--- config.mk ---
export PLATFORM = sky130hd
export DESIGN_NAME = store_commit_queue_flat
export DESIGN_NICKNAME = d
export VERILOG_FILES = /design/src/rtl/store_commit_queue_if.sv /design/src/rtl/store_commit_queue.sv /design/src/flat_wrapper.sv
export SDC_FILE = /design/constraint.sdc
export NUM_CORES = 2
export LEC_CHECK = 0
export CORE_ASPECT_RATIO = 1.2
export CORE_UTILIZATION = 30
export DETAILED_ROUTE_END_ITERATION = 12
export HOLD_SLACK_MARGIN = 0.06
export PLACE_DENSITY_LB_ADDON = 0.1
export REMOVE_ABC_BUFFERS = 1
export SYNTH_ARGS = -nofsm -noshare
export SYNTH_HDL_FRONTEND = slang
export SYNTH_SLANG_ARGS = --single-unit
--- constraint.sdc ---
create_clock -name clk_i -period 9.7 [get_ports clk_i]
set_input_delay 0.97 -clock clk_i [delete_from_list [all_inputs] [get_ports clk_i]]
set_output_delay 0.97 -clock clk_i [all_outputs]
set_load 0.01 [all_outputs]
--- src/rtl/store_commit_queue_if.sv ---
// Store commit queue bus interface.
// Purpose : groups every handshake / data signal of store_commit_queue so the
//           design and its environment connect through one port.
// Signals : alloc  - allocValid_i, allocTag_i -> allocReady_o
//           fill   - fillValid_i, fillTag_i, fillAddr_i, fillData_i
//           commit - commitValid_i, commitTag_i
//           flush  - flush_i
//           drain  - memWrite_o, memAddr_o, memData_o <- memReady_i
//           load   - loadAddr_i -> loadHit_o, loadData_o
//           status - count_o, empty_o, commitErr_o
// Modports: slave  = the queue itself, master = the pipeline / memory side.
interface store_commit_queue_if #(
  parameter int ROBsize    = 32,
  parameter int ROBsizeLog = $clog2(ROBsize + 1),
  parameter int SQsize     = 8
);
  localparam int CW = $clog2(SQsize + 1);

  logic                  allocValid_i;
  logic [ROBsizeLog-1:0] allocTag_i;
  logic                  allocReady_o;
  logic                  fillValid_i;
  logic [ROBsizeLog-1:0] fillTag_i;
  logic [63:0]           fillAddr_i;
  logic [63:0]           fillData_i;
  logic                  commitValid_i;
  logic [ROBsizeLog-1:0] commitTag_i;
  logic                  flush_i;
  logic                  memWrite_o;
  logic [63:0]           memAddr_o;
  logic [63:0]           memData_o;
  logic                  memReady_i;
  logic [63:0]           loadAddr_i;
  logic                  loadHit_o;
  logic [63:0]           loadData_o;
  logic [CW-1:0]         count_o;
  logic                  empty_o;
  logic                  commitErr_o;

  modport slave (
    input  allocValid_i, allocTag_i, fillValid_i, fillTag_i, fillAddr_i,
           fillData_i, commitValid_i, commitTag_i, flush_i, memReady_i,
           loadAddr_i,
    output allocReady_o, memWrite_o, memAddr_o, memData_o, loadHit_o,
           loadData_o, count_o, empty_o, commitErr_o
  );

  modport master (
    output allocValid_i, allocTag_i, fillValid_i, fillTag_i, fillAddr_i,
           fillData_i, commitValid_i, commitTag_i, flush_i, memReady_i,
           loadAddr_i,
    input  allocReady_o, memWrite_o, memAddr_o, memData_o, loadHit_o,
           loadData_o, count_o, empty_o, commitErr_o
  );
endinterface

--- src/rtl/store_commit_queue.sv ---
// Store commit queue.
// Purpose : circular store queue. Decode allocates entries in program order,
//           completion fills address/data by ROB tag (any order), commit
//           retires them in order, committed entries drain to data memory from
//           the head. Younger filled stores forward data to loads by address.
// Ports   : clk_i    - single clock, rising edge
//           reset_i  - synchronous active-high reset
//           sq       - store_commit_queue_if.slave (alloc / fill / commit /
//                      flush / drain / load lookup / status)
// SQsize must be a power of two >= 2 so pointer wrap is a natural overflow.
module store_commit_queue #(
  parameter int ROBsize    = 32,
  parameter int ROBsizeLog = $clog2(ROBsize + 1),
  parameter int SQsize     = 8
) (
  input logic                clk_i,
  input logic                reset_i,
  store_commit_queue_if.slave sq
);
  localparam int PW = $clog2(SQsize);
  localparam int CW = $clog2(SQsize + 1);

  typedef enum logic [1:0] {S_FREE, S_ALLOC, S_FILLED, S_COMMITTED} entry_state_e;

  entry_state_e          state_q [SQsize];
  entry_state_e          state_d [SQsize];
  logic [ROBsizeLog-1:0] tag_q   [SQsize];
  logic [ROBsizeLog-1:0] tag_d   [SQsize];
  logic [63:0]           addr_q  [SQsize];
  logic [63:0]           addr_d  [SQsize];
  logic [63:0]           data_q  [SQsize];
  logic [63:0]           data_d  [SQsize];

  logic [PW-1:0] head_q, head_d, cptr_q, cptr_d, tail_q, tail_d;
  logic [CW-1:0] count_q, count_d;
  logic          err_q, err_d;

  logic              alloc_ready, alloc_fire, mem_write, drain_fire, commit_ok;
  logic [SQsize-1:0] fill_hit, fwd_match, is_committed;

  // Ready looks only at registered occupancy: a drain this cycle cannot open a slot.
  assign alloc_ready = (count_q < CW'(SQsize)) && !sq.flush_i;
  assign alloc_fire  = sq.allocValid_i && alloc_ready;
  assign mem_write   = (state_q[head_q] == S_COMMITTED);
  assign drain_fire  = mem_write && sq.memReady_i;
  assign commit_ok   = (state_q[cptr_q] == S_FILLED) && (tag_q[cptr_q] == sq.commitTag_i);

  for (genvar gi = 0; gi < SQsize; gi++) begin : g_entry
    assign fill_hit[gi] = sq.fillValid_i && tag_q[gi] == sq.fillTag_i &&
                          (state_q[gi] == S_ALLOC || state_q[gi] == S_FILLED);
    assign fwd_match[gi] = (state_q[gi] == S_FILLED || state_q[gi] == S_COMMITTED) &&
                           addr_q[gi] == sq.loadAddr_i;
    assign is_committed[gi] = (state_q[gi] == S_COMMITTED);
  end

  always_comb begin
    logic [CW-1:0] committed_cnt;
    state_d = state_q;
    tag_d   = tag_q;
    addr_d  = addr_q;
    data_d  = data_q;
    head_d  = head_q;
    cptr_d  = cptr_q;
    tail_d  = tail_q;
    count_d = count_q;
    err_d   = err_q;
    committed_cnt = '0;
    for (int i = 0; i < SQsize; i++) begin
      if (is_committed[i]) committed_cnt = committed_cnt + CW'(1);
    end

    if (!sq.flush_i) begin
      for (int i = 0; i < SQsize; i++) begin
        if (fill_hit[i]) begin
          addr_d[i]  = sq.fillAddr_i;
          data_d[i]  = sq.fillData_i;
          state_d[i] = S_FILLED;
        end
      end
      // Commit sees pre-edge state, so it overrides a same-cycle refill's FILLED.
      if (sq.commitValid_i) begin
        if (commit_ok) begin
          state_d[cptr_q] = S_COMMITTED;
          cptr_d          = cptr_q + PW'(1);
        end else begin
          err_d = 1'b1;
        end
      end
      if (alloc_fire) begin
        state_d[tail_q] = S_ALLOC;
        tag_d[tail_q]   = sq.allocTag_i;
        tail_d          = tail_q + PW'(1);
      end
      if (alloc_fire && !drain_fire)      count_d = count_q + CW'(1);
      else if (!alloc_fire && drain_fire) count_d = count_q - CW'(1);
    end else begin
      // Only committed entries survive; they all sit between head and commitPtr.
      for (int i = 0; i < SQsize; i++) begin
        if (state_q[i] == S_ALLOC || state_q[i] == S_FILLED) state_d[i] = S_FREE;
      end
      tail_d  = cptr_q;
      count_d = drain_fire ? committed_cnt - CW'(1) : committed_cnt;
    end

    if (drain_fire) begin
      state_d[head_q] = S_FREE;
      head_d          = head_q + PW'(1);
    end
  end

  always_ff @(posedge clk_i) begin
    if (reset_i) begin
      for (int i = 0; i < SQsize; i++) state_q[i] <= S_FREE;
      head_q  <= '0;
      cptr_q  <= '0;
      tail_q  <= '0;
      count_q <= '0;
      err_q   <= 1'b0;
    end else begin
      state_q <= state_d;
      head_q  <= head_d;
      cptr_q  <= cptr_d;
      tail_q  <= tail_d;
      count_q <= count_d;
      err_q   <= err_d;
    end
    // Payload needs no reset: it is only observed through a non-FREE state.
    tag_q  <= tag_d;
    addr_q <= addr_d;
    data_q <= data_d;
  end

  // Forwarding: walk oldest to youngest so the youngest match wins.
  always_comb begin
    logic [PW-1:0] idx;
    sq.loadHit_o  = 1'b0;
    sq.loadData_o = '0;
    idx = head_q;
    for (int k = 0; k < SQsize; k++) begin
      if (fwd_match[idx]) begin
        sq.loadHit_o  = 1'b1;
        sq.loadData_o = data_q[idx];
      end
      idx = idx + PW'(1);
    end
  end

  assign sq.allocReady_o = alloc_ready;
  assign sq.memWrite_o   = mem_write;
  assign sq.memAddr_o    = mem_write ? addr_q[head_q] : 64'd0;
  assign sq.memData_o    = mem_write ? data_q[head_q] : 64'd0;
  assign sq.count_o      = count_q;
  assign sq.empty_o      = (count_q == '0);
  assign sq.commitErr_o  = err_q;
endmodule

--- src/flat_wrapper.sv ---
// flat-port wrapper written by rule: the top's interface ports become plain ports
module store_commit_queue_flat 
#(
  parameter int ROBsize    = 32,
  parameter int ROBsizeLog = $clog2(ROBsize + 1),
  parameter int SQsize     = 8
)
  (clk_i, reset_i, sq_allocValid_i, sq_allocTag_i, sq_fillValid_i, sq_fillTag_i, sq_fillAddr_i, sq_fillData_i, sq_commitValid_i, sq_commitTag_i, sq_flush_i, sq_memReady_i, sq_loadAddr_i, sq_allocReady_o, sq_memWrite_o, sq_memAddr_o, sq_memData_o, sq_loadHit_o, sq_loadData_o, sq_count_o, sq_empty_o, sq_commitErr_o);
  store_commit_queue_if #(.ROBsize(ROBsize), .ROBsizeLog(ROBsizeLog), .SQsize(SQsize)) sq_i ();
  input logic clk_i;
  input logic reset_i;
  input wire logic [$bits(sq_i.allocValid_i)-1:0] sq_allocValid_i;
  input wire logic [$bits(sq_i.allocTag_i)-1:0] sq_allocTag_i;
  input wire logic [$bits(sq_i.fillValid_i)-1:0] sq_fillValid_i;
  input wire logic [$bits(sq_i.fillTag_i)-1:0] sq_fillTag_i;
  input wire logic [$bits(sq_i.fillAddr_i)-1:0] sq_fillAddr_i;
  input wire logic [$bits(sq_i.fillData_i)-1:0] sq_fillData_i;
  input wire logic [$bits(sq_i.commitValid_i)-1:0] sq_commitValid_i;
  input wire logic [$bits(sq_i.commitTag_i)-1:0] sq_commitTag_i;
  input wire logic [$bits(sq_i.flush_i)-1:0] sq_flush_i;
  input wire logic [$bits(sq_i.memReady_i)-1:0] sq_memReady_i;
  input wire logic [$bits(sq_i.loadAddr_i)-1:0] sq_loadAddr_i;
  output wire logic [$bits(sq_i.allocReady_o)-1:0] sq_allocReady_o;
  output wire logic [$bits(sq_i.memWrite_o)-1:0] sq_memWrite_o;
  output wire logic [$bits(sq_i.memAddr_o)-1:0] sq_memAddr_o;
  output wire logic [$bits(sq_i.memData_o)-1:0] sq_memData_o;
  output wire logic [$bits(sq_i.loadHit_o)-1:0] sq_loadHit_o;
  output wire logic [$bits(sq_i.loadData_o)-1:0] sq_loadData_o;
  output wire logic [$bits(sq_i.count_o)-1:0] sq_count_o;
  output wire logic [$bits(sq_i.empty_o)-1:0] sq_empty_o;
  output wire logic [$bits(sq_i.commitErr_o)-1:0] sq_commitErr_o;
  assign sq_i.allocValid_i = sq_allocValid_i;
  assign sq_i.allocTag_i = sq_allocTag_i;
  assign sq_i.fillValid_i = sq_fillValid_i;
  assign sq_i.fillTag_i = sq_fillTag_i;
  assign sq_i.fillAddr_i = sq_fillAddr_i;
  assign sq_i.fillData_i = sq_fillData_i;
  assign sq_i.commitValid_i = sq_commitValid_i;
  assign sq_i.commitTag_i = sq_commitTag_i;
  assign sq_i.flush_i = sq_flush_i;
  assign sq_i.memReady_i = sq_memReady_i;
  assign sq_i.loadAddr_i = sq_loadAddr_i;
  assign sq_allocReady_o = sq_i.allocReady_o;
  assign sq_memWrite_o = sq_i.memWrite_o;
  assign sq_memAddr_o = sq_i.memAddr_o;
  assign sq_memData_o = sq_i.memData_o;
  assign sq_loadHit_o = sq_i.loadHit_o;
  assign sq_loadData_o = sq_i.loadData_o;
  assign sq_count_o = sq_i.count_o;
  assign sq_empty_o = sq_i.empty_o;
  assign sq_commitErr_o = sq_i.commitErr_o;
  store_commit_queue #(.ROBsize(ROBsize), .ROBsizeLog(ROBsizeLog), .SQsize(SQsize)) u_core (.clk_i(clk_i), .reset_i(reset_i), .sq(sq_i));
endmodule
==> key figures <==
Routing
  – Vias post-DR: 53800
  – First-pass detailed-route iteration total: 5
  – Antenna Nets Post-Route: 0
  – DR iter-0 viols: 4558
  – Wirelength per Cell: ~32 um
  – Final wirelength: between 300000 and 400000 um
  – Residual DRC: 0
  – Vias per inst: between 5 and 6

CTS
  – Post-CTS Setup Bufs: 0
  – # hold bufs at CTS: 0
  – CTS Buf Count: 146
  – CTS tree: built
  – Clk_lat worst skew: between 0.8 and 0.9 ns
  – CTS Sinks: between 1000 and 1500
  – Worst-path clk slew: around 0.06 ns
  – # H-tree levels: 4
  – Post-CTS resize count: 0
  – Root Buffer Master: clkbuf_16
  – Max Buffers Root-to-Sink: 4

Logic synthesis
  – Largest family of logic cells by synthesized area: multiplexers
  – Mux share of post-synthesis cell area: 0.201
  – Top cell type's share of synthesized area: 0.462
  – Fraction of registers with async set/reset: 0
  – Largest area contributor in the synthesized netlist: edfxtp_1
  – Synthesized area per cell: roughly 11 um2
  – Synth Area in Compound Gates: 0.118
  – Post-synthesis simple-gate area fraction: 0.100
  – Xor/xnor share of the synthesized area: 0.0671
  – Synth top area cells: edfxtp_1 46%, mux4_2 9.9%, mux2i_1 6.2%
  – Register area share after synthesis: 0.471
  – Synth top cells by count: 1072 x edfxtp_1, 628 x nand2_1, 430 x mux2i_1
  – Synth Instances: between 6000 and 7000
  – Adder-cell share of the synthesized area: 0.00639
  – #FFs+latches synth: roughly 1100
  – Cell with the most instances after synthesis: edfxtp_1
  – Syn Std Cell Area: 69700 um2
  – Netlist cell types: 80
  – Post-synth EDFFs: 1072
  – Top_reg_cell synth: edfxtp_1
  – YS warnings: 0

Power
  – Int Pwr: between 0.008 and 0.009 W
  – Pwr dens: around 140 nW/um2
  – Net Sw Power: 0.00260 W
  – Part of the power in the clock network: 0.470
  – Switching part of the total: 0.233
  – Leakage: 25.0 nW
  – Overall power: approximately 0.011 W
  – Part of the power in registers: 0.468
  – Logic pwr share: 0.061
  – Peak VDD IR: between 100 and 150 uV

Floorplanning
  – Die Span X: between 400 and 500 um
  – Starting Density: 0.302
  – Std-Cell Rows: between 150 and 200
  – Die area: ~230000 um2
  – Top Ports: between 400 and 500
  – CORE AREA: about 230000 um2
  – DIE HEIGHT: ~530 um

STA
  – Unrepaired setup endpoints after global routing: no
  – Maximum clock frequency: between 100 and 150 MHz
  – Relative slew slack: 0.170
  – Setup WS post-layout: 0.864 ns
  – Final min period: around 9 ns
  – Final Max Tran Viols: 0
  – Clk_skew: between 0.05 and 0.06 ns
  – Setup Viol. Count Final: 0
  – Final Cycle Share: 0.911
  – Final hold violation count: 0
  – Worst Tran Pin Value: 1.24 ns

Finish
  – Post-layout nets: between 6000 and 7000
  – Synth-to-Final Area Change: 17.1%
  – Area occupied by registers: roughly 33000 um2
  – Fin util: 0.354
  – Layout cells sized above 1: 0.151
  – Area of the multi-input gates: 34600 um2
  – Filler instances: roughly 23000

Worst setup path
  – FF-to-FF Start: u_core.head_q[2]$_SDFFE_PP0P_
  – Required time of the critical path: just under 9 ns
  – Worst EP arrival: approximately 7.9 ns
  – Critical Path Source Type: flip-flop
  – R2r setup slk: roughly 4.5 ns
  – Register-to-Register Path Depth: 16
  – RR Endpoint: u_core.sq.count_o[3]$_SDFFE_PP0P_
  – Worst Setup Path Type: reg2out
  – CP Capture Type: output pin
  – CP max FO: between 50 and 60

Place
  – HPWL after detailed placement: ~200000 um
  – IO Port Bufs: approximately 420
  – Gpl congestion: between 0.9 and 1
  – Setup WS pre-CTS: ~1.1 ns

Worst hold path
  – Worst hold path type: reg2reg
  – Hold_sp: u_core.sq.commitErr_o$_SDFFE_PP0P_
  – Hold path endpoint: u_core.sq.commitErr_o$_SDFFE_PP0P_
  – Cell depth of the worst hold path: 2

Job
  – Max Cap Violations: 0

Global routing
  – First-pass GRT wire length: 422000 um
  – Gr ovfl total: 0
  – Largest net degree at the start of global routing: 171
  – Vias in the first global route: around 53000
  – Initial antenna violation count: 49
  – GRT Util Overall: 0.254

Status
  – Outcome: finished clean
flip-flops by register name, indices dropped and copies added (netlist names):
signal / flops
u_core.sq.commitErr_o: 1
u_core.tag_q: 48
u_core.sq.count_o: 4
u_core.tail_q: 3
u_core.data_q: 512
u_core.state_q: 16
u_core.cptr_q: 3
u_core.head_q: 3
u_core.addr_q: 512
power groups by stage:
stage | registers, W | clock network (W) | logic [W]
2_1_floorplan | 0.00534 | 0 | 0.000329
3_3_place_gp | 0.00533 | 0 | 0.000683
3_5_place_dp | 0.00533 | 0 | 0.000678
4_1_cts | 0.00523 | 0.00539 | 0.000681
5_1_grt | 0.00523 | 0.00553 | 0.000714
6_report | 0.00523 | 0.00525 | 0.000683
critical path: stages (launching register included):
cell	delay, ns
dfxtp_4	0.68
clkinv_2	0.77
ha_4	1.11
xor2_1	0.56
mux2i_1	0.29
mux2_4	0.62
nor2b_4	0.98
buf_4	0.38
o21ai_0	0.12
or3_1	0.40
o21ai_1	0.39
clkdlybuf4s50_1	0.63
logic make-up after synthesis:
kind of cell | Yosys count
compound gates | 1333
xor+xnor | 532
fa+ha+maj | 35
buf+inv | 659
flops | 1102
mux | 982
simple gates | 1552
placed cells by master, fill, tap and decap left out, drive strengths merged, types with 9 or more instances in the layout:
cell type / instances
xnor2: 264
ha: 34
xor2: 268
o41ai: 18
nand2: 629
o22ai: 12
diode: 15
mux4: 307
a21oi: 444
nor4: 67
a211oi: 41
mux2: 245
edfxtp: 1072
nor3: 81
o21ai: 487
nand4: 73
a311oi: 50
clkbuf: 178
nor2: 391
o21bai: 13
or3: 26
o31ai: 14
nor2b: 42
o2111ai: 10
nor3b: 11
o221ai: 20
clkdlybuf4s50: 416
a2111oi: 9
dfxtp: 30
nand2b: 71
mux2i: 430
inv: 142
bufinv: 10
nand3: 120
o211ai: 135
and2: 20
a211o: 13
buf: 122
clkinv: 56
worst max path at each step:
stage	startpoint	to	slack [ns]
2_1_floorplan	u_core.head_q[0]$_SDFFE_PP0P_	sq_loadData_o[0]	-78.13
3_3_place_gp	sq_loadAddr_i[2]	sq_loadData_o[30]	1.02
3_5_place_dp	sq_loadAddr_i[2]	sq_loadData_o[30]	1.06
4_1_cts	u_core.head_q[1]$_SDFFE_PP0P_	sq_loadData_o[0]	0.64
5_1_grt	u_core.head_q[1]$_SDFFE_PP0P_	sq_loadData_o[30]	0.62
6_report	u_core.head_q[1]$_SDFFE_PP0P_	sq_loadData_o[0]	0.86
per-layer routing:
metal  vias to the layer above  global-route usage  routed length (um)
met4                        34               0.124               16100
met2                      2003               0.433              148000
met1                     27600               0.312              124000
met3                       557              0.0398               17700
li1                      23700                   -                   -
met5                         -                   0                 202
cell type report:
class / instances / area share
Multi-Input combinational cell: 4434 / 0.424
Sequential cell: 1102 / 0.402
Timing Repair Buffer: 539 / 0.0657
Clock buffer: 178 / 0.0474
Tap cell: 3022 / 0.0463
Clock inverter: 73 / 0.00790
Inverter: 140 / 0.00658
Antenna cell: 15 / 0.000460
per-stage QoR:
step | area [um2] | hold WS, ns | std cells | TNS (ns)
after floorplan | 67600 | 0.470 | 5676 | -7752.64
after global routing | 81600 | 0.522 | 9494 | 0
after detailed placement | 77000 | 0.464 | 9237 | 0
after CTS | 81600 | 0.477 | 9488 | 0
after global placement | 77000 | 0.456 | 9236 | 0
final | 81600 | 0.475 | 9503 | 0
Note: power is estimated with default switching activity, not from simulation.
